`config.mk`:
```
export PLATFORM = sky130hd
export DESIGN_NAME = serial_adder
export DESIGN_NICKNAME = d
export VERILOG_FILES = /design/src/rtl/serial_adder_pkg.sv /design/src/rtl/serial_adder_fa.sv /design/src/rtl/serial_adder.sv
export SDC_FILE = /design/constraint.sdc
export NUM_CORES = 1
export LEC_CHECK = 0
export ABC_AREA = 1
export CORE_MARGIN = 4
export CORE_UTILIZATION = 35
export CTS_BUF_LIST = sky130_fd_sc_hd__clkbuf_4
export CTS_CLUSTER_DIAMETER = 60
export CTS_CLUSTER_SIZE = 40
export DETAILED_ROUTE_END_ITERATION = 8
export GPL_TIMING_DRIVEN = 0
export SLEW_MARGIN = 30
export SYNTH_ARGS = -nofsm -noshare
export SYNTH_HDL_FRONTEND = slang
export SYNTH_SLANG_ARGS = --single-unit
export TNS_END_PERCENT = 30
```
`constraint.sdc`:
```
create_clock -name clk -period 1.39 [get_ports clk]
set_clock_uncertainty 0.05 [all_clocks]
set_input_delay 0.3475 -clock clk [delete_from_list [all_inputs] [get_ports clk]]
set_output_delay 0.3475 -clock clk [all_outputs]
set_load 0.02 [all_outputs]
```
`src/rtl/serial_adder_pkg.sv`:
```
// Shared types and constants for the bit-serial adder.
package serial_adder_pkg;

  localparam int DEFAULT_WIDTH = 8;

  typedef logic [1:0] state_t;

  localparam state_t S_IDLE  = 2'd0;
  localparam state_t S_SHIFT = 2'd1;
  localparam state_t S_DONE  = 2'd2;

  // Bit-counter width; never narrower than one bit.
  function automatic int cnt_width(input int width);
    if (width < 2) begin
      return 1;
    end else begin
      return $clog2(width);
    end
  endfunction

endpackage

```
`src/rtl/serial_adder_fa.sv`:
```
// Combinational 1-bit full adder cell used by serial_adder.
module fa_cell (
  input  logic a,
  input  logic b,
  input  logic c,
  output logic sum,
  output logic carry
);

  assign sum   = a ^ b ^ c;
  assign carry = (a & b) | (a & c) | (b & c);

endmodule

```
`src/rtl/serial_adder.sv`:
```
// Bit-serial adder: one full-adder cell, registered carry, WIDTH+1 cycle latency.
// Optional subtract mode is enabled by defining SERIAL_ADDER_SUB_EN.
module serial_adder
  import serial_adder_pkg::*;
#(
  parameter int WIDTH = DEFAULT_WIDTH
) (
  input  logic             clk,
  input  logic             rst_n,
  input  logic             start,
  input  logic [WIDTH-1:0] a,
  input  logic [WIDTH-1:0] b,
  input  logic             cin,
`ifdef SERIAL_ADDER_SUB_EN
  input  logic             sub,
`endif
  output logic             busy,
  output logic             done,
  output logic [WIDTH-1:0] sum,
  output logic             cout
);

  localparam int CW = cnt_width(WIDTH);
  localparam logic [CW-1:0] LAST_CNT = CW'(WIDTH - 1);

  state_t           state_r;
  logic [WIDTH-1:0] a_r;
  logic [WIDTH-1:0] b_r;
  logic [WIDTH-2:0] res_r;
  logic [WIDTH-1:0] sum_r;
  logic [CW-1:0]    cnt_r;
  logic             carry_r;
  logic             cout_r;
  logic             busy_r;
  logic             done_r;

  logic             fa_sum_s;
  logic             fa_carry_s;
  logic [WIDTH-1:0] res_next_s;
  logic [WIDTH-1:0] b_load_s;
  logic             c_load_s;

  // Operand conditioning at load: subtract inverts b and forces the carry-in.
  always_comb begin
    b_load_s = b;
    c_load_s = cin;
`ifdef SERIAL_ADDER_SUB_EN
    if (sub) begin
      b_load_s = ~b;
      c_load_s = 1'b1;
    end else begin
      b_load_s = b;
      c_load_s = cin;
    end
`endif
  end

  fa_cell u_fa (
    .a     (a_r[0]),
    .b     (b_r[0]),
    .c     (carry_r),
    .sum   (fa_sum_s),
    .carry (fa_carry_s)
  );

  // The result register holds the WIDTH-1 bits already produced; the cell supplies the MSB.
  assign res_next_s = {fa_sum_s, res_r};

  // Control FSM and datapath registers.
  always_ff @(posedge clk or negedge rst_n) begin
    if (!rst_n) begin
      state_r <= S_IDLE;
      a_r     <= {WIDTH{1'b0}};
      b_r     <= {WIDTH{1'b0}};
      res_r   <= {(WIDTH-1){1'b0}};
      sum_r   <= {WIDTH{1'b0}};
      cnt_r   <= {CW{1'b0}};
      carry_r <= 1'b0;
      cout_r  <= 1'b0;
      busy_r  <= 1'b0;
      done_r  <= 1'b0;
    end else begin
      case (state_r)
        S_IDLE: begin
          done_r <= 1'b0;
          if (start) begin
            state_r <= S_SHIFT;
            a_r     <= a;
            b_r     <= b_load_s;
            carry_r <= c_load_s;
            res_r   <= {(WIDTH-1){1'b0}};
            cnt_r   <= {CW{1'b0}};
            busy_r  <= 1'b1;
          end else begin
            busy_r  <= 1'b0;
          end
        end
        S_SHIFT: begin
          a_r     <= {1'b0, a_r[WIDTH-1:1]};
          b_r     <= {1'b0, b_r[WIDTH-1:1]};
          carry_r <= fa_carry_s;
          res_r   <= res_next_s[WIDTH-1:1];
          // Counter holds on the final bit so it never wraps for power-of-two widths.
          if (cnt_r == LAST_CNT) begin
            state_r <= S_DONE;
            sum_r   <= res_next_s;
            cout_r  <= fa_carry_s;
            done_r  <= 1'b1;
          end else begin
            cnt_r   <= cnt_r + {{(CW-1){1'b0}}, 1'b1};
          end
        end
        S_DONE: begin
          state_r <= S_IDLE;
          done_r  <= 1'b0;
          busy_r  <= 1'b0;
        end
        default: begin
          state_r <= S_IDLE;
          done_r  <= 1'b0;
          busy_r  <= 1'b0;
        end
      endcase
    end
  end

  assign busy = busy_r;
  assign done = done_r;
  assign sum  = sum_r;
  assign cout = cout_r;

endmodule

```
==> results.toml <==
[place]
place_ws_ps = -102
portBuffers = 29
globalplace.congestion = 0.801
hpwl_um = 2860
dpl_cell_area_um2 = 2250

[clock_network]
clkSinkCount = 40
cts_buffers = 5
cts_root_buf = "clkbuf_4"
clkLatencyLatePin_ps = 350
cts_tree = "built"
cts_buffer_depth = 2
cts.reportedPaths.clkPinSlew_ps = 130
htree_levels = 2

[global_routing]
grt_util_all_layers_pct = 13.8
antenna_found_initial = 0
gr-total-overflow = 0
grt_first_pass_wirelength_um = 6980
grt_pass1_vias = 1484
grt_max_degree = 25

[route]
drt_wl_total_um = 4050
firstDrtPassIters = 4
drt_iter0_markers = 76
route.detailed.drc = 0
ant_nets = 0
via_per_inst = 4.66
wire_per_inst_um = 12.7
num_vias = 1492

[finish]
syn_to_final_growth_pct = 25.7
fill_cells = 545
regArea_um2 = 1000
nNetsFinal = 272
multi_input_area_um2 = 706
finalInstanceArea_um2 = 2330
drive_gt1_share_pct = 22.0
diodes = 0

[timing]
fmax_mhz = 751
slew_headroom_pct = 72.1
rsz0062_at_grt = "true"
hold_viol = 0
worst_slew_pin_slew_ps = 419
finalHoldWorstSlack_ps = 312
layout_setup_ws_ps = 57.9
min_period_over_period_pct = 95.8
period_needed_ps = 1330
setup_violations = 0
drv_slew = 0

[yosys]
synth.area.top_cells = "dfrtp_1, nand3_1, nand2_1, inv_1, o21ai_2"
synth_largest_area_cell = "dfrtp_1"
synthesis.nets = 231
synth_seq_area_share_pct = 53.9
synth.distinct_cells = 18
synth_seq_cells = 40
netlist_instances = 208
netlist_area_um2 = 1860
synth.avg_cell_area_um2 = 8.92
yosysWarnings = 0
synth_top_area_share_pct = 53.9

[worst_setup_path]
cp_cell_sequence = "buf_2"
cp-start-kind = "register"
worstPathArrival_ps = 930
max_stage_delay_ps = 420
cp-end-kind = "output port"
crit_buf_inv = 1
required_ps = 990
crit_type = "reg2out"
slowest_stage = "dfrtp_1"
cpLargestDelayFamily = "flip-flops"
timing.critical_path.fanout_max = 2

[power]
power_density_nw_per_um2 = 2030
ir_worst_vdd_uv = 620
leakage_nw = 1.20

[floorplanning]
initial_core_util_pct = 36.3
core-area_um2 = 5110
io_pins = 31
die_area_um2 = 6530
rows = 26
die_w_um = 80.8
dieHeight_um = 80.8

[min_path]
worstHoldPathType = "in2reg"

[run_status]
status = "finished clean"

[flow_run]
drv_cap = 0
==> final timing paths <==
path | startpoint | to | slack, ps | cells after the start
max reg2reg | carry_r$_DFFE_PN0P_ | carry_r$_DFFE_PN0P_ | 80 | 5
max | done$_DFFE_PN0P_ | done | 60 | 1
max in group asynchronous | rst_n | state_r[1]$_DFFE_PN0P_ | 410 | 3
min in group asynchronous | rst_n | sum[1]$_DFFE_PN0P_ | 390 | 2
min | start | b_r[6]$_DFFE_PN0P_ | 310 | 3
min reg2reg | sum[0]$_DFFE_PN0P_ | sum[0]$_DFFE_PN0P_ | 440 | 2
==> cell type report <==
cell class	count	area share (%)
sequential	40	43.0
multi-input combinational	131	30.3
clock inverter	3	1.82
inverter	28	4.61
buffer	9	2.84
timing repair buffer	34	12.1
clock buffer	5	1.61
tap	70	3.76
==> cells in the mapped netlist (all sizes together) <==
master / instances
nor2: 6
clkbuf: 1
buf: 8
fa: 1
nand3: 43
nand4: 6
inv: 28
dfrtp: 40
ha: 2
nand2: 56
o21ai: 17
==> timing repair <==
| action | in CTS | in global routing |
|---|---|---|
| setup endpoints to repair | 30 | 19 |
| buffers inserted | 1 | 2 |
| pin swaps | 0 | 1 |
| hold buffers | 1 | 0 |
| gates cloned | 0 | 0 |
| gates resized for setup | 48 | 7 |
| hold endpoints to repair | 16 | 0 |
==> flip-flops by register name (all words and copies together), names as in the netlist <==
signal   flops
cout         1
a_r          8
cnt_r        3
sum          8
carry_r      1
busy         1
res_r        7
done         1
state_r      2
b_r          8
==> layout by cell type (no fill, tap or decap), types with 3 or more instances in the layout <==
master / Yosys / layout
nand2_1: 52 / 52
nand3_1: 43 / 42
dfrtp_1: 40 / 39
inv_1: 26 / 25
clkdlybuf4s50_1: 0 / 17
buf_2: 4 / 16
o21ai_2: 11 / 11
nand4_1: 6 / 6
buf_4: 2 / 5
nor2_1: 5 / 5
o21ai_0: 6 / 5
clkbuf_4: 0 / 5
nand2_4: 1 / 3
==> cell families after synthesis <==
| family | after synthesis | synth area share, % |
|---|---|---|
| AND/OR/NAND/NOR | 111 | 27.8 |
| flip-flops | 40 | 53.9 |
| buffers and inverters | 37 | 8.97 |
| AO/OA/AOI/OAI | 17 | 6.81 |
| adder cells (fa/ha/maj) | 3 | 2.43 |
==> power breakdown <==
| part | internal [mW] | switching, mW | total [mW] |
|---|---|---|---|
| Combinational | 0.791 | 1.25 | 2.04 |
| Clock | 0.375 | 0.411 | 0.786 |
| Sequential | 1.64 | 0.266 | 1.91 |
==> through the flow <==
| step | power [mW] | cells | utilization (%) | TNS, ps |
|---|---|---|---|---|
| after detailed placement | 4.05 | 308 | 44.0 | -702 |
| final | 4.74 | 320 | 45.7 | 0 |
| after CTS | 4.76 | 318 | 45.1 | 0 |
| after global placement | 3.99 | 307 | 43.7 | -47540 |
| after global routing | 5.18 | 320 | 45.7 | -0.267 |
| after floorplan | 3.34 | 208 | - | 0 |
==> routing by layer <==
| layer | GRT usage [%] | wire, µm |
|---|---|---|
| met1 | 18.3 | 1940 |
| met2 | 22.1 | 1830 |
| met3 | 3.77 | 237 |
| met4 | 4.05 | 37 |
| met5 | 0 | 0 |
No activity file was read; power rests on OpenSTA's default activity.
